**src/rtl/mem_port_arbiter_if.sv**
```systemverilog
// Bundle of the fetch, load/store and memory-side signals shared by mem_port_arbiter.
// master: the arbiter's view; slave: the CPU channels and the memory.
interface mem_port_arbiter_if #(
    parameter int unsigned ADDR_W = 32,
    parameter int unsigned DATA_W = 32
);
    localparam int unsigned STRB_W = DATA_W / 8;

    logic [ADDR_W-1:0] inst_req_addr;
    logic              inst_req_valid;
    logic              inst_req_ready;
    logic [DATA_W-1:0] inst_rdata;
    logic              inst_rvalid;
    logic              inst_rready;

    logic [ADDR_W-1:0] data_addr;
    logic              data_read;
    logic              data_write;
    logic [DATA_W-1:0] data_wdata;
    logic [STRB_W-1:0] data_wstrb;
    logic              data_req_ready;
    logic [DATA_W-1:0] data_rdata;
    logic              data_rvalid;
    logic              data_rready;

    logic [ADDR_W-1:0] mem_addr;
    logic [DATA_W-1:0] mem_wdata;
    logic [STRB_W-1:0] mem_wstrb;
    logic              mem_read;
    logic              mem_write;
    logic              mem_req_ready;
    logic [DATA_W-1:0] mem_rdata;
    logic              mem_rvalid;
    logic              mem_rready;

    modport master (
        input  inst_req_addr, inst_req_valid, inst_rready,
        input  data_addr, data_read, data_write, data_wdata, data_wstrb, data_rready,
        input  mem_req_ready, mem_rdata, mem_rvalid,
        output inst_req_ready, inst_rdata, inst_rvalid,
        output data_req_ready, data_rdata, data_rvalid,
        output mem_addr, mem_wdata, mem_wstrb, mem_read, mem_write, mem_rready
    );

    modport slave (
        output inst_req_addr, inst_req_valid, inst_rready,
        output data_addr, data_read, data_write, data_wdata, data_wstrb, data_rready,
        output mem_req_ready, mem_rdata, mem_rvalid,
        input  inst_req_ready, inst_rdata, inst_rvalid,
        input  data_req_ready, data_rdata, data_rvalid,
        input  mem_addr, mem_wdata, mem_wstrb, mem_read, mem_write, mem_rready
    );
endinterface

```
**src/rtl/mem_port_arbiter.sv**
```systemverilog
// Round-robin arbiter sharing one memory port between instruction fetch and load/store.
// Optional ARB_PERF_CNT_EN adds grant and conflict counters.
module mem_port_arbiter (
    input  logic                  clk,
    input  logic                  rst,
    mem_port_arbiter_if.master    bus
`ifdef ARB_PERF_CNT_EN
    ,
    output logic [31:0]           perf_inst_grant,
    output logic [31:0]           perf_data_grant,
    output logic [31:0]           perf_conflict
`endif
);
    typedef enum logic [1:0] {ST_IDLE, ST_REQ, ST_RESP} state_e;
    typedef enum logic {SIDE_INST, SIDE_DATA} side_e;

    state_e state_q;
    side_e  owner_q;
    side_e  last_grant_q;
    side_e  grant_d;
    logic   inst_pend;
    logic   data_pend;
    logic   any_pend;
    logic   req_live;

    // Round-robin choice: on a conflict the side not served last time wins.
    always_comb begin
        inst_pend = bus.inst_req_valid;
        data_pend = bus.data_read | bus.data_write;
        any_pend  = inst_pend | data_pend;
        grant_d   = SIDE_DATA;
        if (inst_pend && data_pend) begin
            grant_d = (last_grant_q == SIDE_DATA) ? SIDE_INST : SIDE_DATA;
        end else if (inst_pend) begin
            grant_d = SIDE_INST;
        end
    end

    assign req_live = bus.mem_read | bus.mem_write;

    always_ff @(posedge clk or posedge rst) begin
        if (rst) begin
            state_q      <= ST_IDLE;
            owner_q      <= SIDE_INST;
            last_grant_q <= SIDE_DATA;
        end else begin
            case (state_q)
                ST_IDLE: begin
                    if (any_pend) begin
                        state_q      <= ST_REQ;
                        owner_q      <= grant_d;
                        last_grant_q <= grant_d;
                    end
                end
                ST_REQ: begin
                    // A request withdrawn before acceptance ends the turn with no access.
                    if (req_live && bus.mem_req_ready) begin
                        state_q <= bus.mem_read ? ST_RESP : ST_IDLE;
                    end else if (!req_live) begin
                        state_q <= ST_IDLE;
                    end
                end
                ST_RESP: begin
                    if (bus.mem_rvalid && bus.mem_rready) begin
                        state_q <= ST_IDLE;
                    end
                end
                default: state_q <= ST_IDLE;
            endcase
        end
    end

    // Steer the owner's request to memory and the memory response back to the owner.
    always_comb begin
        bus.inst_req_ready = 1'b0;
        bus.inst_rdata     = '0;
        bus.inst_rvalid    = 1'b0;
        bus.data_req_ready = 1'b0;
        bus.data_rdata     = '0;
        bus.data_rvalid    = 1'b0;
        bus.mem_addr       = '0;
        bus.mem_wdata      = '0;
        bus.mem_wstrb      = '0;
        bus.mem_read       = 1'b0;
        bus.mem_write      = 1'b0;
        bus.mem_rready     = 1'b0;
        if (state_q == ST_REQ) begin
            if (owner_q == SIDE_INST) begin
                bus.mem_addr       = bus.inst_req_addr;
                bus.mem_read       = bus.inst_req_valid;
                bus.inst_req_ready = bus.mem_req_ready;
            end else begin
                bus.mem_addr       = bus.data_addr;
                bus.mem_wdata      = bus.data_wdata;
                bus.mem_wstrb      = bus.data_wstrb;
                bus.mem_write      = bus.data_write;
                bus.mem_read       = bus.data_read & ~bus.data_write;
                bus.data_req_ready = bus.mem_req_ready;
            end
        end else if (state_q == ST_RESP) begin
            if (owner_q == SIDE_INST) begin
                bus.mem_rready  = bus.inst_rready;
                bus.inst_rvalid = bus.mem_rvalid;
                bus.inst_rdata  = bus.mem_rdata;
            end else begin
                bus.mem_rready  = bus.data_rready;
                bus.data_rvalid = bus.mem_rvalid;
                bus.data_rdata  = bus.mem_rdata;
            end
        end
    end

`ifdef ARB_PERF_CNT_EN
    localparam int unsigned CNT_W = 32;

    logic [CNT_W-1:0] inst_grant_q;
    logic [CNT_W-1:0] data_grant_q;
    logic [CNT_W-1:0] conflict_q;

    always_ff @(posedge clk or posedge rst) begin
        if (rst) begin
            inst_grant_q <= '0;
            data_grant_q <= '0;
            conflict_q   <= '0;
        end else if (state_q == ST_IDLE) begin
            if (any_pend && grant_d == SIDE_INST) inst_grant_q <= inst_grant_q + CNT_W'(1);
            if (any_pend && grant_d == SIDE_DATA) data_grant_q <= data_grant_q + CNT_W'(1);
            if (inst_pend && data_pend)           conflict_q   <= conflict_q + CNT_W'(1);
        end
    end

    assign perf_inst_grant = inst_grant_q;
    assign perf_data_grant = data_grant_q;
    assign perf_conflict   = conflict_q;
`endif
endmodule

```
**src/flat_wrapper.sv**
```systemverilog
// flat-port wrapper written by rule: the top's interface ports become plain ports
module mem_port_arbiter_flat 
  (clk, rst, bus_inst_req_addr, bus_inst_req_valid, bus_inst_rready, bus_data_addr, bus_data_read, bus_data_write, bus_data_wdata, bus_data_wstrb, bus_data_rready, bus_mem_req_ready, bus_mem_rdata, bus_mem_rvalid, bus_inst_req_ready, bus_inst_rdata, bus_inst_rvalid, bus_data_req_ready, bus_data_rdata, bus_data_rvalid, bus_mem_addr, bus_mem_wdata, bus_mem_wstrb, bus_mem_read, bus_mem_write, bus_mem_rready);
  mem_port_arbiter_if #(.ADDR_W(32), .DATA_W(32)) bus_i ();
  input  logic clk;
  input  logic rst;
  input wire logic [$bits(bus_i.inst_req_addr)-1:0] bus_inst_req_addr;
  input wire logic [$bits(bus_i.inst_req_valid)-1:0] bus_inst_req_valid;
  input wire logic [$bits(bus_i.inst_rready)-1:0] bus_inst_rready;
  input wire logic [$bits(bus_i.data_addr)-1:0] bus_data_addr;
  input wire logic [$bits(bus_i.data_read)-1:0] bus_data_read;
  input wire logic [$bits(bus_i.data_write)-1:0] bus_data_write;
  input wire logic [$bits(bus_i.data_wdata)-1:0] bus_data_wdata;
  input wire logic [$bits(bus_i.data_wstrb)-1:0] bus_data_wstrb;
  input wire logic [$bits(bus_i.data_rready)-1:0] bus_data_rready;
  input wire logic [$bits(bus_i.mem_req_ready)-1:0] bus_mem_req_ready;
  input wire logic [$bits(bus_i.mem_rdata)-1:0] bus_mem_rdata;
  input wire logic [$bits(bus_i.mem_rvalid)-1:0] bus_mem_rvalid;
  output wire logic [$bits(bus_i.inst_req_ready)-1:0] bus_inst_req_ready;
  output wire logic [$bits(bus_i.inst_rdata)-1:0] bus_inst_rdata;
  output wire logic [$bits(bus_i.inst_rvalid)-1:0] bus_inst_rvalid;
  output wire logic [$bits(bus_i.data_req_ready)-1:0] bus_data_req_ready;
  output wire logic [$bits(bus_i.data_rdata)-1:0] bus_data_rdata;
  output wire logic [$bits(bus_i.data_rvalid)-1:0] bus_data_rvalid;
  output wire logic [$bits(bus_i.mem_addr)-1:0] bus_mem_addr;
  output wire logic [$bits(bus_i.mem_wdata)-1:0] bus_mem_wdata;
  output wire logic [$bits(bus_i.mem_wstrb)-1:0] bus_mem_wstrb;
  output wire logic [$bits(bus_i.mem_read)-1:0] bus_mem_read;
  output wire logic [$bits(bus_i.mem_write)-1:0] bus_mem_write;
  output wire logic [$bits(bus_i.mem_rready)-1:0] bus_mem_rready;
  assign bus_i.inst_req_addr = bus_inst_req_addr;
  assign bus_i.inst_req_valid = bus_inst_req_valid;
  assign bus_i.inst_rready = bus_inst_rready;
  assign bus_i.data_addr = bus_data_addr;
  assign bus_i.data_read = bus_data_read;
  assign bus_i.data_write = bus_data_write;
  assign bus_i.data_wdata = bus_data_wdata;
  assign bus_i.data_wstrb = bus_data_wstrb;
  assign bus_i.data_rready = bus_data_rready;
  assign bus_i.mem_req_ready = bus_mem_req_ready;
  assign bus_i.mem_rdata = bus_mem_rdata;
  assign bus_i.mem_rvalid = bus_mem_rvalid;
  assign bus_inst_req_ready = bus_i.inst_req_ready;
  assign bus_inst_rdata = bus_i.inst_rdata;
  assign bus_inst_rvalid = bus_i.inst_rvalid;
  assign bus_data_req_ready = bus_i.data_req_ready;
  assign bus_data_rdata = bus_i.data_rdata;
  assign bus_data_rvalid = bus_i.data_rvalid;
  assign bus_mem_addr = bus_i.mem_addr;
  assign bus_mem_wdata = bus_i.mem_wdata;
  assign bus_mem_wstrb = bus_i.mem_wstrb;
  assign bus_mem_read = bus_i.mem_read;
  assign bus_mem_write = bus_i.mem_write;
  assign bus_mem_rready = bus_i.mem_rready;
  mem_port_arbiter u_core (.clk(clk), .rst(rst), .bus(bus_i));
endmodule
```
**config.mk**
```make
export PLATFORM = sky130hd
export DESIGN_NAME = mem_port_arbiter_flat
export DESIGN_NICKNAME = d
export VERILOG_FILES = /design/src/rtl/mem_port_arbiter_if.sv /design/src/rtl/mem_port_arbiter.sv /design/src/flat_wrapper.sv
export SDC_FILE = /design/constraint.sdc
export NUM_CORES = 1
export LEC_CHECK = 0
export CELL_PAD_IN_SITES_DETAIL_PLACEMENT = 0
export CELL_PAD_IN_SITES_GLOBAL_PLACEMENT = 2
export CORE_UTILIZATION = 10
export CTS_BUF_LIST = sky130_fd_sc_hd__clkbuf_4 sky130_fd_sc_hd__clkbuf_8
export CTS_CLUSTER_DIAMETER = 100
export DETAILED_ROUTE_END_ITERATION = 16
export PLACE_DENSITY_LB_ADDON = 0.1
export SYNTH_ARGS = -nofsm -noshare
export SYNTH_HDL_FRONTEND = slang
export SYNTH_SLANG_ARGS = --single-unit
```
**constraint.sdc**
```tcl
create_clock -name clk -period 2.5 [get_ports clk]
set_clock_uncertainty 0.2 [all_clocks]
set_input_delay 0.5 -clock clk [delete_from_list [all_inputs] [get_ports clk]]
set_output_delay 0.5 -clock clk [all_outputs]
set_load 0.01 [all_outputs]
```
==> results.tsv, run 1 <==
metric	value	unit
drive_gt1_share	9.14	%
synth_cells	222	
status	complete, no violations	
track_usage	11.4	%
grt_pass1_vias	2618	
synth-compound-area-share	4.33	%
grt_first_pass_wirelength	14200	microns
yosysMostFrequentCell	and2_1	
synth_top_family_by_area	simple AND/OR/NAND/NOR gates	
reg2reg_from	u_core.owner_q$_DFFE_PP0P_	
clk_root_buffer_cell	clkbuf_8	
ff2ff_setup_slack	0.75	ns
ant_nets	0	
syn_avg_cell_area	6.77	sq um
netlist.area_leader.share	27.5	%
htree_levels	1	
start_util	10.3	%
worstSetupEndpointType	output port	
synth-seq-cells	4	
cts_hold_buffers	0	
die_w	125	microns
slowest_delay	0.55	ns
start_kind	flop	
ir_drop	0.000290	V
slowest_stage	clkdlybuf4s50_1	
cts_buffer_depth	2	
min_period_over_period	97.2	%
drc	0	
finalSetupViolations	0	
rows	44	
finalHoldViolations	0	
synth_xor_xnor_area_share	0	%
maxCapViolCount	0	
synth_area	1500	sq um
r2r_end	u_core.state_q[1]$_DFFE_PP0P_	
routed_wl	9520	microns
clock_sinks	4	
coreArea	14600	sq um
worstRegToRegCells	6	
wl_per_cell	13.6	microns
vias_per_cell	3.80	
die_h	125	microns
cp.required	1.80	ns
yosys_warnings	0	
first_pass_iters	4	
synth.mux.area_fraction	22.0	%
path_max_fanout	37	
antenna_found_initial	0	
path_clk_slew	0.04	ns
cellPowerDensity	659	nW/um^2
num_vias	2655	
async_flop_share	100	%
ys_seq_area_share	6.74	%
nFillCells	1547	
relSlewSlack	74.3	%
synth.distinct_cells	28	
setup_tns	0	ns
synthFlopType	dfrtp_1	
slew_violations	0	
io_pins	280	
cp.arrival	1.73	ns
area_delta_synth_final	229	%
p_leak	0.00315	uW
hp-class	input port to asynchronous set/reset pin	
numPortBuffers	279	
fmax	412	MHz
synthAdderAreaFrac	0	%
critical_path_class	flop to output port	
cts_tree	built	
dieArea	15500	sq um
synth.top_cells.by_count	66 x and2_1, 37 x and3_1, 35 x nor2_1, 33 x mux2i_1, 8 x clkbuf_2	
numCtsBuffers	3	
drtIter0Drc	44	
diodes	0	
setup_slack	0.0701	ns
synthSimpleGateAreaFrac	57.6	%
yosysTopAreaCell	and2_1	
overflow	0	
worst_pin_slew	0.375	ns
synth_edf_count	0	
crit_path_cell_trace	nor2b_4 > buf_12 > and3_1 > clkdlybuf4s50_1	
dp_slack	-0.0697	ns
min_period	2.43	ns
clk_latency	0.22	ns
gp_congestion	0.724	
synth_nets	363	
grt_max_degree	38	
place_hpwl	7580	microns
synth_area_leaders	and2_1 27%, mux2i_1 22%, and3_1 15%, nor2_1 8.7%, dfrtp_1 5.0%	
layout.nets	656	
-- how the worst max path moves through the flow --
stage,startpoint,cells after the start,slack (ns),endpoint
2_1_floorplan,u_core.state_q[0]$_DFFE_PP0P_,4,0.66,bus_inst_rdata[10]
3_3_place_gp,bus_data_write,4,-0.05,bus_mem_read
3_5_place_dp,bus_mem_req_ready,4,-0.07,bus_data_req_ready
4_1_cts,u_core.state_q[1]$_DFFE_PP0P_,4,-0.03,bus_mem_addr[7]
5_1_grt,u_core.state_q[1]$_DFFE_PP0P_,4,-0.009,bus_mem_wdata[22]
6_report,u_core.state_q[1]$_DFFE_PP0P_,4,0.07,bus_mem_wdata[4]
-- critical path: cells and delay by family, from the launching register on --
kind | cells | cell delay (ns)
buffers and inverters | 2 | 0.73
AND/OR/NAND/NOR | 2 | 0.31
flip-flops | 1 | 0.45
-- cells by family (layout without fill, tap and decap cells) --
family          after synthesis  after routing
simple gates                151            151
mux                          33             33
buf+inv                      25            317
compound gates                9              9
flops                         4              4
-- power by group --
| group | switching (uW) | total (uW) | internal [uW] |
|---|---|---|---|
| Sequential | 46.9 | 154 | 107 |
| Combinational | 1260 | 2940 | 1680 |
| Clock | 38.7 | 159 | 120 |
| Total | 1350 | 3250 | 1910 |
-- sequential cells by signal, summed over array words and instances, names as in the netlist --
name                 flops
u_core.state_q           2
u_core.last_grant_q      1
u_core.owner_q           1
-- per-stage QoR --
| stage | cells | utilization (%) | area, sq um | power [uW] | hold WS, ns |
|---|---|---|---|---|---|
| 2_1_floorplan | 222 | - | 1500 | 1450 | 0.0654 |
| 3_3_place_gp | 679 | 31.5 | 4590 | 3050 | 0.268 |
| 3_5_place_dp | 679 | 31.5 | 4590 | 3020 | 0.284 |
| 4_1_cts | 691 | 32.3 | 4720 | 3260 | 0.285 |
| 5_1_grt | 698 | 33.9 | 4940 | 3510 | 0.296 |
| 6_report | 698 | 33.9 | 4940 | 3250 | 0.281 |
-- layout make-up --
class,instances,area (sq um),area share [%]
sequential,4,105,2.13
clock buffer,4,48.8,0.988
tap,184,230,4.66
timing repair buffer,310,3260,66.0
inverter,3,11.3,0.228
multi-input combinational,193,1290,26.0
-- metal layers --
| layer | vias to the layer above | global-route usage [%] | part of all wire, % |
|---|---|---|---|
| met3 | 6 | 3.31 | 8.8 |
| met5 | - | 0 | 0 |
| met2 | 158 | 23.0 | 56 |
| li1 | 1330 | - | - |
| met4 | 0 | 1.56 | 0.82 |
| met1 | 1161 | 11.5 | 35 |
-- placed cells by master, fill, tap and decap left out, drive strengths merged, types with 2 or more instances in the layout --
cell           instances
and3                  37
clkdlybuf4s15          2
mux2i                 33
nor3                   3
nor2                  37
nand2b                 3
nor2b                  2
a21oi                  2
dlygate4sd2           39
dlymetal6s2s          52
buf                   29
clkbuf                 5
dfrtp                  3
inv                    3
and2                  66
clkdlybuf4s50        186
-- what timing repair did --
| item | in CTS | in global routing |
|---|---|---|
| endpoints found under the setup margin | 137 | 99 |
| pin swaps | 1 | 1 |
| endpoints found under the hold margin | 0 | 0 |
| buffers inserted | 6 | 6 |
| resized for setup | 47 | 60 |
| cloned | 2 | 1 |
(Power assumes the default switching activity.)
==> run 2: changes to the inputs <==
--- a/config.mk
+++ b/config.mk
@@ -10,6 +10,7 @@
 export CORE_UTILIZATION = 10
 export CTS_BUF_LIST = sky130_fd_sc_hd__clkbuf_4 sky130_fd_sc_hd__clkbuf_8
 export CTS_CLUSTER_DIAMETER = 100
+export CTS_CLUSTER_SIZE = 28
 export DETAILED_ROUTE_END_ITERATION = 16
 export PLACE_DENSITY_LB_ADDON = 0.1
 export SYNTH_ARGS = -nofsm -noshare
==> results of run 2 <==
No change in the layout: final DEF, timing and power equal those of run 1.
==> run 3: changes to the inputs <==
--- a/config.mk
+++ b/config.mk
@@ -9,7 +9,6 @@
 export CELL_PAD_IN_SITES_GLOBAL_PLACEMENT = 2
 export CORE_UTILIZATION = 10
 export CTS_BUF_LIST = sky130_fd_sc_hd__clkbuf_4 sky130_fd_sc_hd__clkbuf_8
-export CTS_CLUSTER_DIAMETER = 100
 export CTS_CLUSTER_SIZE = 28
 export DETAILED_ROUTE_END_ITERATION = 16
 export PLACE_DENSITY_LB_ADDON = 0.1
==> results of run 3 <==
No change in the layout: final DEF, timing and power equal those of run 1.
